<file path="src/rtl/skinny_sbox8_ti_seq.sv">
// Sequencer for the shared 3-share TI SKINNY S-box: walks the state cells one at
// a time, stepping each registered gadget stage with a fresh randomness word.
module skinny_sbox8_ti_seq #(
    parameter int NCELLS  = 16,
    parameter int NSTAGES = 4,
    parameter int RW      = 22
) (
    input  logic               clk,
    input  logic               rst,
    input  logic               start,
    output logic               busy,
    output logic               done,
    output logic [3:0]         cell_idx,
    output logic               ld_en,
    output logic [NSTAGES-1:0] stage_ce,
    output logic               wr_en,
    input  logic [RW-1:0]      rnd_in,
    input  logic               rnd_valid,
    output logic               rnd_ready,
    output logic [RW-1:0]      rnd_q
);

    localparam int SW = (NSTAGES > 1) ? $clog2(NSTAGES) : 1;

    typedef enum logic [2:0] {
        IDLE,
        LOAD,
        FETCH,
        EVAL,
        WB,
        DONE
    } state_t;

    state_t          state_reg, state_next;
    logic [3:0]      cell_reg, cell_next;
    logic [SW-1:0]   stg_reg, stg_next;
    logic [RW-1:0]   rnd_q_reg, rnd_q_next;

    always_ff @(posedge clk) begin
        if (rst) begin
            state_reg <= IDLE;
            cell_reg  <= '0;
            stg_reg   <= '0;
            rnd_q_reg <= '0;
        end else begin
            state_reg <= state_next;
            cell_reg  <= cell_next;
            stg_reg   <= stg_next;
            rnd_q_reg <= rnd_q_next;
        end
    end

    always_comb begin
        state_next = state_reg;
        cell_next  = cell_reg;
        stg_next   = stg_reg;
        rnd_q_next = rnd_q_reg;
        case (state_reg)
            IDLE: begin
                if (start) begin
                    cell_next  = '0;
                    stg_next   = '0;
                    state_next = LOAD;
                end
            end
            LOAD: begin
                state_next = FETCH;
            end
            FETCH: begin
                if (rnd_valid) begin
                    rnd_q_next = rnd_in;
                    state_next = EVAL;
                end
            end
            EVAL: begin
                // A word masks exactly one stage; wipe it so it cannot leak into the next.
                rnd_q_next = '0;
                if (stg_reg == SW'(NSTAGES - 1)) begin
                    state_next = WB;
                end else begin
                    stg_next   = stg_reg + 1'b1;
                    state_next = FETCH;
                end
            end
            WB: begin
                stg_next = '0;
                if (cell_reg == 4'(NCELLS - 1)) begin
                    state_next = DONE;
                end else begin
                    cell_next  = cell_reg + 4'd1;
                    state_next = LOAD;
                end
            end
            DONE: begin
                state_next = IDLE;
            end
            default: begin
                state_next = IDLE;
            end
        endcase
    end

    assign busy      = (state_reg != IDLE);
    assign done      = (state_reg == DONE);
    assign ld_en     = (state_reg == LOAD);
    assign wr_en     = (state_reg == WB);
    assign cell_idx  = cell_reg;
    assign rnd_q     = rnd_q_reg;
    assign rnd_ready = (state_reg == FETCH) && rnd_valid;

    generate
        for (genvar gi = 0; gi < NSTAGES; gi++) begin : g_stage_ce
            assign stage_ce[gi] = (state_reg == EVAL) && (stg_reg == SW'(gi));
        end
    endgenerate

endmodule
</file>
<file path="config.mk">
export PLATFORM = sky130hd
export DESIGN_NAME = skinny_sbox8_ti_seq
export DESIGN_NICKNAME = d
export VERILOG_FILES = /design/src/rtl/skinny_sbox8_ti_seq.sv
export SDC_FILE = /design/constraint.sdc
export NUM_CORES = 1
export LEC_CHECK = 0
export BUFFER_PORTS_ARGS = -buffer_cell sky130_fd_sc_hd__buf_2
export CORE_MARGIN = 3
export CORE_UTILIZATION = 40
export DETAILED_ROUTE_END_ITERATION = 7
export PLACE_DENSITY = 0.72
export SLEW_MARGIN = 15
export SYNTH_ARGS = -nofsm -noshare
export SYNTH_HDL_FRONTEND = slang
export SYNTH_SLANG_ARGS = --single-unit
</file>
<file path="constraint.sdc">
create_clock -name clk -period 1.1 [get_ports clk]
set_input_delay 0.22 -clock clk [delete_from_list [all_inputs] [get_ports clk]]
set_output_delay 0.22 -clock clk [all_outputs]
set_load 0.02 [all_outputs]
</file>
# == Yosys cells after proc, flatten, opt, wreduce, memory -nomap -nowiden ==
# Cells that the tools add are included.
# word_totals
ff_bits,31
inputBits,26
out_inout_bits,35
word_cells,47
# op_classes
reduce_logical,15
mux,13
n_addsub,2
n_eq_ne,13
# ops
operator,count
22-bit case mux with 2 select lines,1
22-bit 2-to-1 mux,1
3-bit case mux with 5 select lines,1
3-bit 2-to-1 mux,4
4-bit 2-to-1 mux,2
"2-bit inequality test, second input constant",4
4-bit case mux with 2 select lines,1
"3-bit by 2-bit == test with 1-bit output, second input constant",2
"3-bit == test, second input constant",2
2-bit case mux with 3 select lines,1
3-bit AND reduction,2
3-bit nonzero test,2
1-bit logical AND,5
"4-bit by 1-bit adder with 4-bit output, second input constant",1
"2-bit == test, second input constant",2
"4-bit == test, second input constant",1
2-bit 2-to-1 mux,2
2-bit AND reduction,2
2-bit nonzero test,2
"3-bit by 1-bit == test with 1-bit output, second input constant",1
3-bit zero test,1
"2-bit by 1-bit adder with 2-bit output, second input constant",1
"2-bit by 1-bit == test with 1-bit output, second input constant",1
2-bit zero test,1

# == Logic depth before layout (Yosys ltp) ==
# Gate-level depths: netlist of the first run.
# logic_depth
depth_word,3
ltp_mapped,5
ltp_nobuf,4

# == Worst setup path after synthesis of the first run ==
# Ideal clock, no wire load.
# synth_path
path_type,register to output
start,reg state_reg[0]
end,out ld_en
path_stages_with_launch,3
n_path_buf,1
arrival_time_ps,1068
path_slack_ps,-188
cell_sequence,dfxtp_1 -> buf_6 -> nor3b_1
# synth_between
elab_chain_len,1
# synth_rtl
item,line,rtl
from (decl),34,"state_t state_reg, state_next;"
from (signal assigned),46,state_reg <= state_next;
3-bit by 1-bit == test with 1-bit output,105,assign ld_en = (state_reg == LOAD);
to (decl),14,"output logic ld_en,"
# Every way passes these cells.

# == Worst setup path in the final report of the first run ==
# layout_path
start,reg state_reg[0]
end,out busy
# layout_between
elab_chain_len,1
# layout_rtl
item,line,rtl
3-bit nonzero test,103,assign busy = (state_reg != IDLE);
to (decl),11,"output logic busy,"
# Every way passes these cells.

==> summary.txt, run 1 <==
status -> finished, violations left
failing checks -> setup timing
unrepaired setup endpoints after global routing -> true
Seq cells post-synth -> 31
Vias -> 1585
detailed-placement wirelength estimate -> 2620 µm
most frequent cells in the layout -> 48 x buf_4, 35 x buf_2, 34 x nand2_1, 25 x a21oi_1, 20 x dfxtp_1
Avg WL per Cell -> 14.1 µm
port bufs -> 60
share of cells above drive strength 1 -> 0.545
Die Area -> 4230 µm²
CTS tree -> done
clock-pin slew on the worst setup and hold paths -> 0.10 ns
GRT overflow -> 0
Rows -> 20
global-route wire length before repair -> 6420 µm
hold crit path type -> input pin to flip-flop
max FFs per register -> 22
startpoint type of the worst setup path -> flip-flop
power per cell area -> 1050 nW/µm²
final hold vios -> 0
crit-path max FO -> 7
gr usage total -> 0.195
final worst slack -> -0.455 ns
nets@finish -> 294
# setup viols final -> 40
Die X -> 65.0 µm
leakage power -> 1.03 nW
Initial Util -> 0.439
CP Class -> flip-flop to output pin
drt via density -> 5.15
Setup Skew -> 0.00860 ns
hold buffers post-CTS -> 0
initial antenna violation count -> 0
most common cell after layout, fill and taps aside -> buf_4
Worst Tran Pin Value -> 0.239 ns
CTS Buf Count -> 5
Hold Slack -> 0.101 ns
die height -> 65.0 µm
Root Buffer -> clkbuf_4
Ys Warns -> 0
final WL -> 4350 µm
largest net degree at the start of global routing -> 16
H-tree depth -> 2
Mapped Area -> 1390 µm²
core area -> 3180 µm²
DR DRC count -> 0
max_cap viols -> 0
critical path endpoint category -> output pin
Final Max Tran Viols -> 0
syn_nets -> 199
Synth-to-Final Area Change -> 66.5%
post-route ant nets -> 0
maximum clock frequency -> 643 MHz
GPL Wtd Cong -> 0.828
Max rail drop VDD -> 709 µV
total power draw -> 0.00244 W
Slew HR -> 0.840
Worst-Skew Late Latency -> 0.34 ns
register area share after synthesis -> 0.445
Clock Path Buffers -> 2
CP required -> 0.88 ns
syn_area_per_cell -> 8.30 µm²
Final min period -> 1.56 ns
Final Cycle Share -> 1.41
I/O Pins -> 61
Synth cell types -> 36
Post-Syn Instances -> 168
clock sink count -> 31
vias in the first global route -> 1440
First-pass DRT Iterations -> 5
# diodes -> 0
Starting DRT DRC Count -> 68
CP arrival -> 1.34 ns
==> through the flow <==
step,area (µm²),utilization,std cells,setup WS (ns),TNS (ns)
global placement,1900,0.598,284,-0.134,-1.92
detailed placement,1900,0.598,284,-0.175,-2.39
CTS,2170,0.683,301,-0.457,-6.56
floorplan,1430,-,168,-0.133,-0.610
finish,2320,0.730,308,-0.455,-7.23
global route,2320,0.730,308,-0.484,-10.28
==> report_power, final <==
group          internal [W]  switching (W)  total, W
registers           0.00115      0.0000317   0.00118
clock network      0.000376       0.000383  0.000758
logic              0.000241       0.000264  0.000505
==> layer usage <==
| layer | vias to the layer above | routed length [µm] | global-route usage |
|---|---|---|---|
| met3 | 10 | 255 | 0.0416 |
| li1 | 784 | - | - |
| met4 | 0 | 103 | 0.0984 |
| met5 | - | 0 | 0 |
| met2 | 55 | 2250 | 0.323 |
| met1 | 736 | 1740 | 0.236 |
==> final cells by class <==
class,count,area (µm²)
Multi-Input combinational cell,122,806
Sequential cell,31,652
Tap cell,44,55.1
Fill cell,260,857
Clock buffer,8,68.8
Timing Repair Buffer,99,724
Inverter,4,15.0
==> final timing paths <==
check	from	end	slack, ns	cells after the start
min reg2reg	rnd_q[3]	rnd_q[3]	0.45	2
max reg2reg	state_reg[1]	cell_idx[1]	-0.23	5
min	rnd_in[0]	rnd_q[0]	0.10	3
max	state_reg[0]	busy	-0.46	3
==> synthesized netlist by cell type <==
library cell | number | share of area
a211oi_1 | 1 | 0.0054
a21o_1 | 1 | 0.0054
a21oi_1 | 27 | 0.097
a311oi_1 | 1 | 0.0063
a31oi_1 | 2 | 0.0090
and2_1 | 4 | 0.018
and3_1 | 1 | 0.0045
and3b_1 | 3 | 0.019
and4_1 | 1 | 0.0063
buf_2 | 2 | 0.0072
buf_4 | 3 | 0.016
buf_6 | 1 | 0.0081
clkbuf_1 | 5 | 0.013
dfxtp_1 | 31 | 0.45
ha_1 | 5 | 0.045
inv_1 | 4 | 0.011
mux2i_1 | 1 | 0.0072
nand2_1 | 35 | 0.094
nand2b_1 | 2 | 0.0090
nand3_1 | 2 | 0.0072
nand3b_1 | 2 | 0.011
nand4_1 | 3 | 0.013
nand4b_1 | 1 | 0.0063
nand4bb_1 | 1 | 0.0081
nor2_1 | 4 | 0.011
nor3b_1 | 1 | 0.0054
nor3b_4 | 1 | 0.013
nor4_1 | 1 | 0.0045
o211ai_1 | 1 | 0.0054
o21ai_0 | 12 | 0.043
o21ai_1 | 1 | 0.0036
o221ai_1 | 2 | 0.013
o31ai_1 | 2 | 0.011
or2_1 | 1 | 0.0045
or2_2 | 1 | 0.0045
or3_1 | 2 | 0.0090
==> repair_timing <==
action,in CTS,in global routing
gates resized for setup,49,30
buffers inserted,9,7
pin swaps,11,9
setup endpoints to repair,44,55
==> logic make-up after synthesis <==
logic type      Yosys count  synth area share
simple gates             66             0.249
compound gates           50             0.198
flops                    31             0.445
buf+inv                  15            0.0557
fa+ha+maj                 5            0.0449
mux                       1           0.00718
==> critical path, stage by stage, from the launching register on <==
cell and delay, ns:
dfxtp_4 0.38, buf_6 0.12, or3_4 0.36, buf_6 0.14
(Power assumes the default switching activity.)
==> run 2, diff against run 1 <==
ABC_AREA = 1   (was unset)
PLACE_DENSITY = 0.71   (was 0.72)
==> run 2 against run 1 <==
Clock skew rose by 0.0058 ns. The run still ends with setup timing left. First-iteration DRC count rose by 25%. Power rose by 19%. Cell count rose by 9.7%. Fmax rose by 7.4%. Combinational power rose by 94%. Flip-flop and latch count did not move. Worst hold slack got worse by 0.0080 ns. Routed wire length rose by 6.9%. Critical path type unchanged. Cell area rose by 12%.
==> summary.txt, run 2 <==
post-route ant nets -> 0 (unchanged)
most frequent cell after synthesis -> nand2_1
Starting DRT DRC Count -> 85 (+25%)
Initial Util -> 0.425 (-0.0137)
# diodes -> 0 (unchanged)
Setup Skew -> 0.0144 ns (+0.00575 ns)
leakage power -> 1.16 nW (+13%)
Final min period -> 1.45 ns (-0.107 ns)
clock-pin slew on the worst setup and hold paths -> 0.11 ns (about the same)
Avg WL per Cell -> 13.8 µm (-2.6%)
final worst slack -> -0.348 ns (+0.107 ns)
top cell type's share of synthesized area -> 0.431 (-0.0143)
drt via density -> 4.86 (-5.5%)
Root Buffer -> clkbuf_4
Buf/Inv on CP -> 4 (+2)
Worst Tran Pin Value -> 0.268 ns (+0.0295 ns)
status -> finished, violations left
initial antenna violation count -> 0 (unchanged)
detailed-placement wirelength estimate -> 2630 µm (+0.45%)
gr usage total -> 0.198 (+0.00294)
Final Cycle Share -> 1.32 (-0.0972)
Final Max Tran Viols -> 0 (unchanged)
TNS Setup -> -9.68 ns (-2.45 ns)
max FFs per register -> 22 (unchanged)
Ys Warns -> 0 (unchanged)
CTS tree -> done
CP Class -> flip-flop to output pin
CTS Buf Count -> 5 (unchanged)
vias in the first global route -> 1417 (-1.6%)
# setup viols final -> 42 (+5.0%)
port bufs -> 60 (unchanged)
final hold vios -> 0 (unchanged)
H-tree depth -> 2 (unchanged)
register area share after synthesis -> 0.431 (-0.0143)
Most common cell on crit path -> buf_6
Max stage delay on crit path -> 0.41 ns (+0.03 ns)
top cells by area, synth -> dfxtp_1 43%, nand2_1 9.6%, nand3_1 9.4%, a21oi_1 8.3%, nor2_1 4.7%
most common cell after layout, fill and taps aside -> buf_4
crit-path max FO -> 5 (-2)
I/O Pins -> 61 (unchanged)
CP cell instances -> inv_4, buf_4, buf_6, nand2_2, buf_6
Clock Path Buffers -> 2 (unchanged)
share of cells above drive strength 1 -> 0.603 (+0.0573)
Post-Syn Instances -> 191 (+14%)
Finished Core Util -> 0.769 (+0.0386)
syn_nets -> 222 (+12%)
CP arrival -> 1.23 ns (-0.11 ns)
Synth Flop Type -> dfxtp_1
Max rail drop VDD -> 774 µV (+9.1%)
DR DRC count -> 0 (unchanged)
most frequent cells in the layout -> 43 x buf_4, 36 x nand2_1, 29 x buf_2, 25 x buf_6, 19 x nand3_1
failing checks -> setup timing
startpoint type of the worst setup path -> flip-flop
Slew HR -> 0.821 (-0.0193)
power per cell area -> 1120 nW/µm² (+6.3%)
Seq cells post-synth -> 31 (unchanged)
Synth cell types -> 23 (-36%)
CP required -> 0.88 ns (about the same)
nets@finish -> 322 (+9.5%)
global-route wire length before repair -> 6640 µm (+3.4%)
max_cap viols -> 0 (unchanged)
Post-synth EDFFs -> 0 (unchanged)
syn_area_per_cell -> 7.54 µm² (-9.1%)
Die X -> 66 µm (+1.5%)
critical path's top delay family -> buffers and inverters
commonest cells in the netlist -> 37 x nand2_1, 31 x dfxtp_1, 27 x nand3_1
maximum clock frequency -> 690 MHz (+7.4%)
GRT overflow -> 0 (unchanged)
First-pass DRT Iterations -> 4 (-1)
Yosys top cell by area -> dfxtp_1
R2R Setup Slk -> -0.31 ns (-0.08 ns)
hold crit path type -> input pin to flip-flop
Vias -> 1643 (+3.7%)
GPL Wtd Cong -> 0.789 (-4.7%)
post-synthesis async set-or-reset flop share -> 0 (unchanged)
Die Area -> 4360 µm² (+3.0%)
die height -> 66 µm (+1.5%)
clock sink count -> 31 (unchanged)
largest net degree at the start of global routing -> 23 (+7)
Synth-to-Final Area Change -> 81.0%
critical path endpoint category -> output pin
unrepaired setup endpoints after global routing -> true
Mapped Area -> 1440 µm² (+3.3%)
Slowest-stage cell, CP -> dfxtp_4
core area -> 3390 µm² (+6.7%)
final WL -> 4650 µm (+6.9%)
Rows -> 21 (+5.0%)
Worst-Skew Late Latency -> 0.33 ns (about the same)
==> run 2: kinds of logic (layout without fill, tap and decap cells) <==
group,count (synthesis),after routing,share of synthesized area
flops,31,31,0.431
fa+ha+maj,5,5,0.0434
buf+inv,29,130,0.101
compound gates,30,30,0.109
simple gates,96,96,0.315
==> run 2: what timing repair did <==
action                                  4_1_cts  5_1_grt
gates resized for setup                      69       59
gates cloned                                  2        0
hold buffers                                  0        0
endpoints found under the setup margin       42       61
pin swaps                                    10       12
setup buffers                                17        9
==> run 2: final cells by class <==
type | instances | area (µm²)
fillers | 247 | 783
multi-input cells | 131 | 873
well taps | 46 | 57.6
inverters | 19 | 78.8
clock buffers | 7 | 45.0
clock inverters | 1 | 5.00
flip-flops and latches | 31 | 667
repair buffers | 103 | 880
==> run 2: power breakdown <==
part | switching, W | total (W) | internal, W
logic | 0.000497 | 0.000980 | 0.000483
clock network | 0.000400 | 0.000649 | 0.000249
registers | 0.0000872 | 0.00129 | 0.00120
total | 0.000984 | 0.00292 | 0.00193
==> run 2: per-stage QoR <==
step / total power [W] / setup slack [ns] / instances / area (µm²) / hold WS [ns]
after floorplan: 0.00170 / -0.0306 / 191 / 1510 / 0.367
after global placement: 0.00193 / -0.122 / 308 / 1960 / 0.435
after detailed placement: 0.00194 / -0.154 / 308 / 1960 / 0.429
after CTS: 0.00277 / -0.345 / 334 / 2410 / 0.0792
after global routing: 0.00308 / -0.391 / 338 / 2610 / 0.0856
final: 0.00292 / -0.348 / 338 / 2610 / 0.0929
==> run 2: worst paths after layout <==
check	startpoint	end	cells past startpoint
min	rst	state_reg[2]	2
max	state_reg[2]	busy	5
min reg2reg	rnd_q[16]	rnd_q[16]	2
max reg2reg	state_reg[2]	rnd_q[0]	8
==> run 2: metal layers <==
layer	wire [µm]	vias to the layer above	global-route usage	part of all wire
met3	152	4	0.0510	0.033
met5	0	-	0	0
li1	-	824	-	-
met1	1890	779	0.244	0.41
met4	26	0	0.0305	0.0056
met2	2580	36	0.350	0.56
